===== config.mk =====
export PLATFORM = sky130hd
export DESIGN_NAME = rng_arbiter
export DESIGN_NICKNAME = d
export VERILOG_FILES = /design/src/rtl/rng_pkg.sv /design/src/rtl/lfsr13.sv /design/src/rtl/rng_arbiter.sv
export SDC_FILE = /design/constraint.sdc
export NUM_CORES = 1
export LEC_CHECK = 0
export ABC_AREA = 1
export CAP_MARGIN = 0
export CORE_ASPECT_RATIO = 0.75
export CORE_MARGIN = 3
export CORE_UTILIZATION = 53
export DETAILED_ROUTE_END_ITERATION = 6
export MAX_ROUTING_LAYER = met4
export PLACE_DENSITY = 0.79
export SYNTH_ARGS = -nofsm -noshare
export SYNTH_HDL_FRONTEND = slang
export SYNTH_SLANG_ARGS = --single-unit

===== constraint.sdc =====
create_clock -name clock -period 3.7 [get_ports clock]
set_clock_uncertainty 0.2 [all_clocks]
set_input_delay 1.11 -clock clock [delete_from_list [all_inputs] [get_ports clock]]
set_output_delay 1.11 -clock clock [all_outputs]
set_load 0.02 [all_outputs]

===== src/rtl/rng_pkg.sv =====
// rng_pkg: shared LFSR constants, tap positions, FSM states and LFSR step for rng_arbiter
package rng_pkg;
   localparam int LFSR_W = 13;
   localparam logic [LFSR_W-1:0] RESET_SEED = 13'h000F;
   localparam int TAP_A = 12;
   localparam int TAP_B = 3;
   localparam int TAP_C = 2;
   localparam int TAP_D = 0;
   localparam logic [3:0] FILL_LAST = 4'd12;
   typedef enum logic [1:0] {FILL, READY, GRANT} state_t;
   function automatic logic [LFSR_W-1:0] lfsr_step(input logic [LFSR_W-1:0] s);
      return {s[LFSR_W-2:0], s[TAP_A] ^ s[TAP_B] ^ s[TAP_C] ^ s[TAP_D]};
   endfunction
endpackage


===== src/rtl/lfsr13.sv =====
// lfsr13: 13-bit Fibonacci LFSR with shift-enable and synchronous load (load wins)
module lfsr13
   import rng_pkg::*;
(
   input  logic              clock,
   input  logic              reset_n,
   input  logic              i_en,
   input  logic              i_ld,
   input  logic [LFSR_W-1:0] i_ld_val,
   output logic [LFSR_W-1:0] o_state
);
   logic [LFSR_W-1:0] r_state;
   // load has priority over shifting so a reseed never loses to an in-flight fill
   always_ff @(posedge clock or negedge reset_n) begin
      if (!reset_n) r_state <= RESET_SEED;
      else r_state <= i_ld ? i_ld_val : i_en ? lfsr_step(r_state) : r_state;
   end
   assign o_state = r_state;
endmodule


===== src/rtl/rng_arbiter.sv =====
// rng_arbiter: round-robin distribution of 13-bit LFSR words; optional repeat check via RNG_HEALTH_EN
module rng_arbiter
   import rng_pkg::*;
#(
   parameter int NREQ = 4
) (
   input  logic              clock,
   input  logic              reset_n,
   input  logic [NREQ-1:0]   req,
   input  logic              seed_ld,
   input  logic [LFSR_W-1:0] seed,
   output logic [NREQ-1:0]   gnt,
   output logic [LFSR_W-1:0] rnd,
   output logic              rnd_vld,
   output logic              busy,
   output logic              health_err
);
   localparam int PW = $clog2(NREQ);
   state_t            r_state, w_state_nx;
   logic [3:0]        r_cnt;
   logic [PW-1:0]     r_ptr, w_idx, w_j;
   logic [LFSR_W-1:0] r_buf, r_rnd, w_lfsr, w_lfsr_nx, w_seed;
   logic [NREQ-1:0]   r_gnt;
   logic              r_vld, w_fill_done, w_grant;

   assign w_seed      = (seed == '0) ? RESET_SEED : seed;
   assign w_lfsr_nx   = lfsr_step(w_lfsr);
   assign w_fill_done = (r_state == FILL) && (r_cnt == FILL_LAST) && !seed_ld;
   assign w_grant     = (r_state == READY) && (|req) && !seed_ld;

   lfsr13 u_lfsr (
      .clock    (clock),
      .reset_n  (reset_n),
      .i_en     (r_state == FILL),
      .i_ld     (seed_ld),
      .i_ld_val (w_seed),
      .o_state  (w_lfsr)
   );

   // round-robin search: first asserted req at or after the priority pointer
   always_comb begin
      w_idx = r_ptr;
      w_j   = r_ptr;
      for (int k = 0; k < NREQ; k++) begin
         w_idx = (req[w_j] && !req[w_idx]) ? w_j : w_idx;
         w_j   = (w_j == PW'(NREQ - 1)) ? '0 : w_j + 1'b1;
      end
   end

   // next state: reseed always restarts the fill, even over a pending grant
   always_comb begin
      w_state_nx = seed_ld ? FILL : w_fill_done ? READY : w_grant ? GRANT :
                   (r_state == GRANT) ? FILL : r_state;
   end

   // state register
   always_ff @(posedge clock or negedge reset_n) begin
      if (!reset_n) r_state <= FILL;
      else r_state <= w_state_nx;
   end

   // fill counter, word buffer, pointer and registered grant outputs
   always_ff @(posedge clock or negedge reset_n) begin
      if (!reset_n) begin
         r_cnt <= '0;
         r_ptr <= '0;
         r_buf <= '0;
         r_gnt <= '0;
         r_rnd <= '0;
         r_vld <= 1'b0;
      end else begin
         r_cnt <= (r_state == FILL && !seed_ld && !w_fill_done) ? r_cnt + 4'd1 : '0;
         r_buf <= w_fill_done ? w_lfsr_nx : r_buf;
         r_gnt <= w_grant ? NREQ'(1) << w_idx : '0;
         r_rnd <= w_grant ? r_buf : r_rnd;
         r_vld <= w_grant;
         r_ptr <= !w_grant ? r_ptr : (w_idx == PW'(NREQ - 1)) ? '0 : w_idx + 1'b1;
      end
   end

`ifdef RNG_HEALTH_EN
   logic [LFSR_W-1:0] r_prev;
   logic              r_match, r_health;
   // flag a freshly filled word equal to the previous one; sticky until reset
   always_ff @(posedge clock or negedge reset_n) begin
      if (!reset_n) begin
         r_prev   <= '0;
         r_match  <= 1'b0;
         r_health <= 1'b0;
      end else begin
         r_prev   <= w_fill_done ? w_lfsr_nx : r_prev;
         r_match  <= w_fill_done && (w_lfsr_nx == r_prev);
         r_health <= r_health | r_match;
      end
   end
   assign health_err = r_health;
`else
   assign health_err = 1'b0;
`endif

   assign gnt     = r_gnt;
   assign rnd     = r_rnd;
   assign rnd_vld = r_vld;
   assign busy    = (r_state == FILL);
endmodule


==> key figures, run 1 <==
Power
  – Clk pwr share: 27.6%
  – Switching power: 0.376 mW
  – Logic pwr share: 23.1%
  – Sequential share of power: 49.3%
  – Pwr Density: 374 nW/um^2
  – Pint: 0.871 mW
  – VDD IR max: 0.259 mV
  – Lkg Pwr: 1.69 nW
  – Switching Share: 30.2%

Logic synthesis
  – Avg Inst Size Synth: 8.26 um^2
  – Yosys reg bits: 52
  – Syn Inst Count: 314
  – Mapped Nets: 338
  – Syn. warnings: 0
  – Share of the synthesized area in the top cell type: 46.3%
  – Cell Area, Synth: 2590 um^2
  – Area leader, netlist: dfrtp_1
  – Synth unique cells: 34
  – Synth area leaders: dfrtp_1 46%, nand2_1 13%, nand3_1 5.8%, o21ai_0 5.8%, inv_1 5.1%
  – Register area share after synthesis: 50.4%

Cells and area
  – Ant. Diodes: 0
  – Filler instances: 345
  – Share of cells above drive strength 1: 18.1%
  – Final nets: 394
  – Area grow syn2layout: 28.6%
  – Final core utilization: 72.5%
  – Post-route insts no fill: 428

Route
  – Final ANT Viol Nets: 0
  – Vias: 2245
  – First DRT Iteration DRCs: 94
  – DRC viols: 0
  – First-pass iteration count of the detailed router: 4
  – Final wirelength: 5730 um
  – WL/cell: 13.4 um
  – Vias per inst: 5.25

Timing
  – Setup TNS: 0 ns
  – Final Hold Fails: 0
  – Pin slew with the least headroom to its limit: 0.574 ns
  – Setup violators final: 0
  – Relative slew slack: 61.5%
  – Fin. max-slew vios: 0
  – Highest Clock Rate: 284 MHz
  – Tcrit/Tclk final: 95.0%
  – Min cycle time layout: 3.52 ns
  – Hold WS: 0.279 ns

Placed design
  – Port Buffers: 38
  – Placed cell count: 419
  – HPWL after detailed placement: 4210 um
  – Global placer's final weighted congestion: 0.966

Critical path
  – CP top delay family: simple AND/OR/NAND/NOR gates
  – Arrival @ worst endpoint: 3.50 ns
  – Req. time, crit path: 3.68 ns
  – Crit path kind: input pin to flop
  – Max stage delay on crit path: 0.44 ns
  – Worst path cell trace: clkdlybuf4s50_1 -> inv_1 -> nand2_1 -> nand3_2 -> nand2_4 -> nor2_8 -> nand2_2 -> nand3_2 -> nand3_1 -> nand2_2 -> nand3_1 -> nand2_2 -> inv_2 -> nand3_1 -> nand2_1 -> nand3_1 -> nand2_1 -> ha_1 -> nand2_1 -> o21ai_0
  – Worst Path Buf+Inv: 3
  – CP max-delay cell: clkdlybuf4s50_1
  – CP Max Fanout: 6
  – Crit. End Element: flop
  – Critical Path Start Type: input pin

CTS
  – Clock Pin Slew Worst Setup and Hold Paths: 0.10 ns
  – CTS tree: built
  – H-tree levels: 2
  – Hold buffer count at cts: 0
  – CTS root buffer: clkbuf_8
  – Clock Path Buffers: 2
  – CTS Buf Count: 5
  – Skew-Pair Late Insertion Delay: 0.31 ns
  – Sinks on Clock Net: 52

Global routing
  – Total global routing overflow: 0
  – Largest net degree at the start of global routing: 41
  – First-pass GRT wire length: 9450 um
  – Met2 GRT Util: 32.5%
  – Global-route usage over all layers: 21.7%
  – GRT busiest layer: met2
  – Initial antenna violation count: 0
  – Global-route met3 utilization: 5.93%
  – Met1 usage: 29.3%
  – Number of global-route vias before repair: 2081

Floorplanning
  – Row cnt: 21
  – Initial core utilization: 56.4%
  – Die Ht: 66.6 um
  – Die ar.: 5780 um^2
  – Die width: 86.8 um
  – Core area: 4600 um^2
  – # IOs: 40

Run status
  – Status: completed

Flow run
  – Number of max-cap violations: 0

Worst hold path
  – Hold Crit Class: flop to flop
## logic make-up after synthesis
kind of cell / after synthesis / share of synthesized area (%)
AOI/OAI and AO/OA: 49 / 10.6
other: 1 / 0.145
DFF: 52 / 50.4
muxes: 1 / 0.434
buffers and inverters: 49 / 7.63
xor gates and xnor gates: 6 / 2.03
adders and majority gates: 4 / 1.93
and+or+nand+nor: 152 / 26.8
## metrics by stage
stage	power, mW	instance area (um^2)	setup WS (ns)
detailed placement	0.882	3150	-0.188
finish	1.25	3330	0.184
floorplan	0.784	2590	0.551
CTS	1.22	3240	0.141
global placement	0.874	3150	-0.0877
global route	1.32	3330	-0.0221
## sequential cells by signal (all words and copies together), names as in the netlist
signal          cells
r_buf              13
rnd                13
u_lfsr.o_state     13
gnt                 4
r_cnt               4
r_ptr               2
r_state             2
rnd_vld             1
## what timing repair did
action | in CTS | in global routing
endpoints found under the setup margin | 0 | 1
buffers inserted | 0 | 1
resized for setup | 0 | 22
## power by group through the flow
stage	Sequential, mW	Clock (mW)	Combinational (mW)
after floorplan	0.621	0	0.163
after global placement	0.624	0	0.250
after detailed placement	0.625	0	0.256
after CTS	0.615	0.348	0.257
after global routing	0.619	0.375	0.322
final	0.615	0.345	0.288
## cell usage after synthesis (all sizes together)
cell	count
buf	2
nor4	4
dfrtp	48
a21oi	5
xor2	2
o311ai	1
nor2	15
and2	1
nand3	34
dfstp	4
mux2	1
o21ai	35
ha	4
inv	39
or2	1
o22ai	2
clkbuf	8
xnor2	4
conb	1
o211ai	2
nand2	94
o221ai	4
nor3	1
and3	2
## layout make-up
cell class	count	area (um^2)	area share (%)
tap	57	71.3	2.14
multi-input combinational	213	1170	35.1
clock buffer	6	82.6	2.48
timing repair buffer	59	541	16.2
inverter	39	149	4.47
clock inverter	2	15.0	0.450
sequential	52	1310	39.2
## final timing paths
| kind | startpoint | end | slack (ns) | cells past startpoint |
|---|---|---|---|---|
| min in group asynchronous | reset_n | rnd_vld$_DFF_PN0_ | 0.46 | 1 |
| setup reg to reg | r_ptr[0]$_DFFE_PN0P_ | r_ptr[1]$_DFFE_PN0P_ | 0.41 | 16 |
| max in group asynchronous | reset_n | u_lfsr.o_state[0]$_DFFE_PN1P_ | 2.05 | 2 |
| hold / removal | rnd[8]$_DFFE_PN0P_ | rnd[8]$_DFFE_PN0P_ | 0.28 | 2 |
| setup / recovery | req[1] | r_ptr[1]$_DFFE_PN0P_ | 0.18 | 20 |
| hold reg to reg | rnd[8]$_DFFE_PN0P_ | rnd[8]$_DFFE_PN0P_ | 0.28 | 2 |
## placed cells by master (no fill, tap or decap)
cell and instances:
dlymetal6s2s_1 3, nand2_2 9, nand3_4 2, or2_2 1, nand2_1 82, nor4_1 4
nand3_1 25, o22ai_1 2, clkdlybuf4s50_1 34, mux2_2 1, xor2_1 2, dfrtp_1 48
inv_1 35, buf_2 1, nor2_1 13, o311ai_0 1, and3_1 2, inv_2 3
dfstp_2 4, o21ai_2 3, inv_4 1, clkinvlp_4 2, nand2_4 3, o211ai_1 2
buf_4 21, conb_1 1, nor2_4 1, clkbuf_8 6, o21ai_0 29, nor3_2 1
ha_1 4, xnor2_1 4, nor2_8 1, a21oi_1 5, nand3_2 7, and2_1 1
o221ai_1 4, o21ai_1 3
## per-layer routing
metal	up-vias	routed length, um
met2	65	2630
met4	0	34
met5	-	0
met1	1050	2750
met3	4	321
li1	1126	-
## worst min-delay path: cells and delay by family (launching register included)
family / cells / cell delay [ns]
flops: 1 / 0.35
simple gates: 2 / 0.11
Power figures use the tool's default switching activity.
==> inputs of run 2 (changes only) <==
--- a/config.mk
+++ b/config.mk
@@ -12,7 +12,7 @@
 export CORE_UTILIZATION = 53
 export DETAILED_ROUTE_END_ITERATION = 6
 export MAX_ROUTING_LAYER = met4
-export PLACE_DENSITY = 0.79
+export PLACE_DENSITY_LB_ADDON = 0.08
 export SYNTH_ARGS = -nofsm -noshare
 export SYNTH_HDL_FRONTEND = slang
 export SYNTH_SLANG_ARGS = --single-unit
==> key figures, run 2 (synthesis results as in run 1) <==
Run status
  – Status: completed

Cells and area
  – Post-route insts no fill: 427 (-0.23%)
  – Area grow syn2layout: 27.4%
  – Final nets: 393 (-0.25%)
  – Filler instances: 383 (+11%)
  – Most common cell after layout, fill and taps aside: nand2_1
  – Share of cells above drive strength 1: 15.9% (-2.1 points)
  – Final core utilization: 71.8% (-0.65 points)
  – Commonest non-fill, non-tap cells in the layout: 87 x nand2_1, 48 x dfrtp_1, 35 x inv_1, 35 x clkdlybuf4s50_1, 29 x o21ai_0
  – Ant. Diodes: 0 (unchanged)

Floorplanning
  – Die Ht: 66.6 um (unchanged)
  – Row cnt: 21 (unchanged)
  – Die width: 86.8 um (unchanged)
  – Die ar.: 5780 um^2 (unchanged)
  – # IOs: 40 (unchanged)
  – Core area: 4600 um^2 (unchanged)
  – Initial core utilization: 56.4% (unchanged)

Timing
  – Highest Clock Rate: 285 MHz (+0.22%)
  – Final Hold Fails: 0 (unchanged)
  – Min cycle time layout: 3.51 ns (-0.00772 ns)
  – Tcrit/Tclk final: 94.8% (-0.21 points)
  – Pin slew with the least headroom to its limit: 0.629 ns (+0.0552 ns)
  – Hold WS: 0.277 ns (-0.00177 ns)
  – Relative slew slack: 58.1% (-3.4 points)
  – Final worst slack: 0.192 ns (+0.00772 ns)
  – Fin. max-slew vios: 0 (unchanged)
  – Setup violators final: 0 (unchanged)

Placed design
  – Placed cell count: 419 (unchanged)
  – Global placer's final weighted congestion: 0.945 (-2.1%)
  – Port Buffers: 38 (unchanged)
  – Pre-CTS setup slack: -0.190 ns (-0.00191 ns)
  – HPWL after detailed placement: 4310 um (+2.4%)

Route
  – Vias per inst: 5.21 (-0.61%)
  – Vias: 2226 (-0.85%)
  – Final wirelength: 5620 um (-2.1%)
  – WL/cell: 13.1 um (-1.8%)
  – Final ANT Viol Nets: 0 (unchanged)
  – First DRT Iteration DRCs: 150 (+60%)
  – DRC viols: 0 (unchanged)
  – First-pass iteration count of the detailed router: 4 (unchanged)

CTS
  – Skew-Pair Late Insertion Delay: 0.30 ns (about the same)
  – Clock Path Buffers: 2 (unchanged)
  – CTS Buf Count: 5 (unchanged)
  – Sinks on Clock Net: 52 (unchanged)
  – H-tree levels: 2 (unchanged)
  – Hold buffer count at cts: 0 (unchanged)
  – CTS root buffer: clkbuf_8
  – Clock Pin Slew Worst Setup and Hold Paths: 0.10 ns (about the same)
  – CTS tree: built

Critical path
  – R2R Setup Slk: 0.39 ns (-0.02 ns)
  – FF-to-FF End: r_ptr[1]$_DFFE_PN0P_
  – CP Max Fanout: 6 (unchanged)
  – Critical Path Start Type: input pin
  – Crit path kind: input pin to flop
  – Reg2reg path depth: 16 (unchanged)
  – Arrival @ worst endpoint: 3.49 ns (about the same)
  – Crit. End Element: flop
  – FF-to-FF Start: r_ptr[0]$_DFFE_PN0P_
  – Req. time, crit path: 3.68 ns (about the same)

Worst hold path
  – Hold Crit Class: flop to flop
  – Hold_sp: rnd[11]$_DFFE_PN0P_
  – Hold path endpoint: rnd[11]$_DFFE_PN0P_
  – Hold Path Depth: 2 (unchanged)

Global routing
  – Met1 usage: 32.3% (+2.9 points)
  – Number of global-route vias before repair: 2021 (-2.9%)
  – GRT busiest layer: met1
  – Met2 GRT Util: 31.2% (-1.3 points)
  – Largest net degree at the start of global routing: 53 (+29%)
  – Global-route met3 utilization: 4.57% (-1.4 points)
  – First-pass GRT wire length: 9520 um (+0.80%)
  – Initial antenna violation count: 0 (unchanged)
  – Total global routing overflow: 0 (unchanged)
  – Global-route usage over all layers: 21.7% (about the same)

Power
  – Pint: 0.915 mW (+5.0%)
  – VDD IR max: 0.279 mV (+7.8%)
  – Switching power: 0.356 mW (-5.4%)
  – Sequential share of power: 48.4% (-0.9 points)
  – Pwr Density: 385 nW/um^2 (+2.8%)
  – Switching Share: 28.0% (-2.2 points)
  – Total power: 1.27 mW (+1.8%)
  – Clk pwr share: 30.1% (+2.5 points)
  – Logic pwr share: 21.5% (-1.6 points)
  – Lkg Pwr: 1.69 nW (-0.45%)

Flow run
  – Number of max-cap violations: 0 (unchanged)
run 2: worst max path at each step:
| stage | startpoint | endpoint | slack [ns] | depth (start not counted) |
|---|---|---|---|---|
| global placement | req[0] | r_ptr[1]$_DFFE_PN0P_ | -0.13 | 19 |
| floorplan | req[1] | r_ptr[1]$_DFFE_PN0P_ | 0.55 | 19 |
| detailed placement | req[0] | r_ptr[1]$_DFFE_PN0P_ | -0.19 | 19 |
| finish | req[2] | r_ptr[1]$_DFFE_PN0P_ | 0.19 | 19 |
| CTS | req[0] | r_ptr[1]$_DFFE_PN0P_ | 0.12 | 19 |
| global route | req[3] | r_ptr[1]$_DFFE_PN0P_ | -0.01 | 21 |
run 2: critical path, cell delays in order:
cell             delay, ns
clkdlybuf4s50_1       0.50
nand2_1               0.09
nand3_2               0.13
nand2_4               0.09
nor2_8                0.15
nand2_1               0.06
o21ai_1               0.11
nand3_1               0.12
nand2_2               0.12
nand3_1               0.08
nand2_1               0.14
inv_2                 0.06
nand3_1               0.08
nand2_1               0.07
nand3_1               0.10
nand2_1               0.09
ha_1                  0.27
nand2_1               0.06
o21ai_0               0.06
run 2: timing repair:
item / 4_1_cts / 5_1_grt
setup endpoints to repair: 0 / 3
gates resized for setup: 0 / 12
setup buffers: 0 / 0
run 2: power by group through the flow:
stage          clock, mW  sequential [mW]  combinational, mW
4_1_cts            0.389            0.615              0.264
3_5_place_dp           0            0.626              0.262
2_1_floorplan          0            0.621              0.163
6_report           0.382            0.615              0.273
3_3_place_gp           0            0.625              0.255
5_1_grt            0.414            0.619              0.306
run 2: area by class of cell:
cell class	instances	area [um^2]	area share [%]
repair buffers	58	531	16.1
multi-input cells	213	1130	34.4
well taps	57	71.3	2.16
clock buffers	5	68.8	2.08
inverters	39	149	4.51
clock inverters	3	42.5	1.29
flip-flops and latches	52	1310	39.5
run 2: per-stage QoR:
step	cell area (um^2)	setup TNS, ns
after floorplan	2590	0
after global placement	3150	-0.162
after detailed placement	3150	-0.278
after CTS	3260	0
after global routing	3300	-0.0110
final	3300	0
run 2: metal layers:
metal | vias up | share of wire (%)
li1 | 1127 | -
met1 | 1042 | 50
met2 | 55 | 45
met3 | 2 | 4.9
met4 | 0 | 0.30
met5 | - | 0
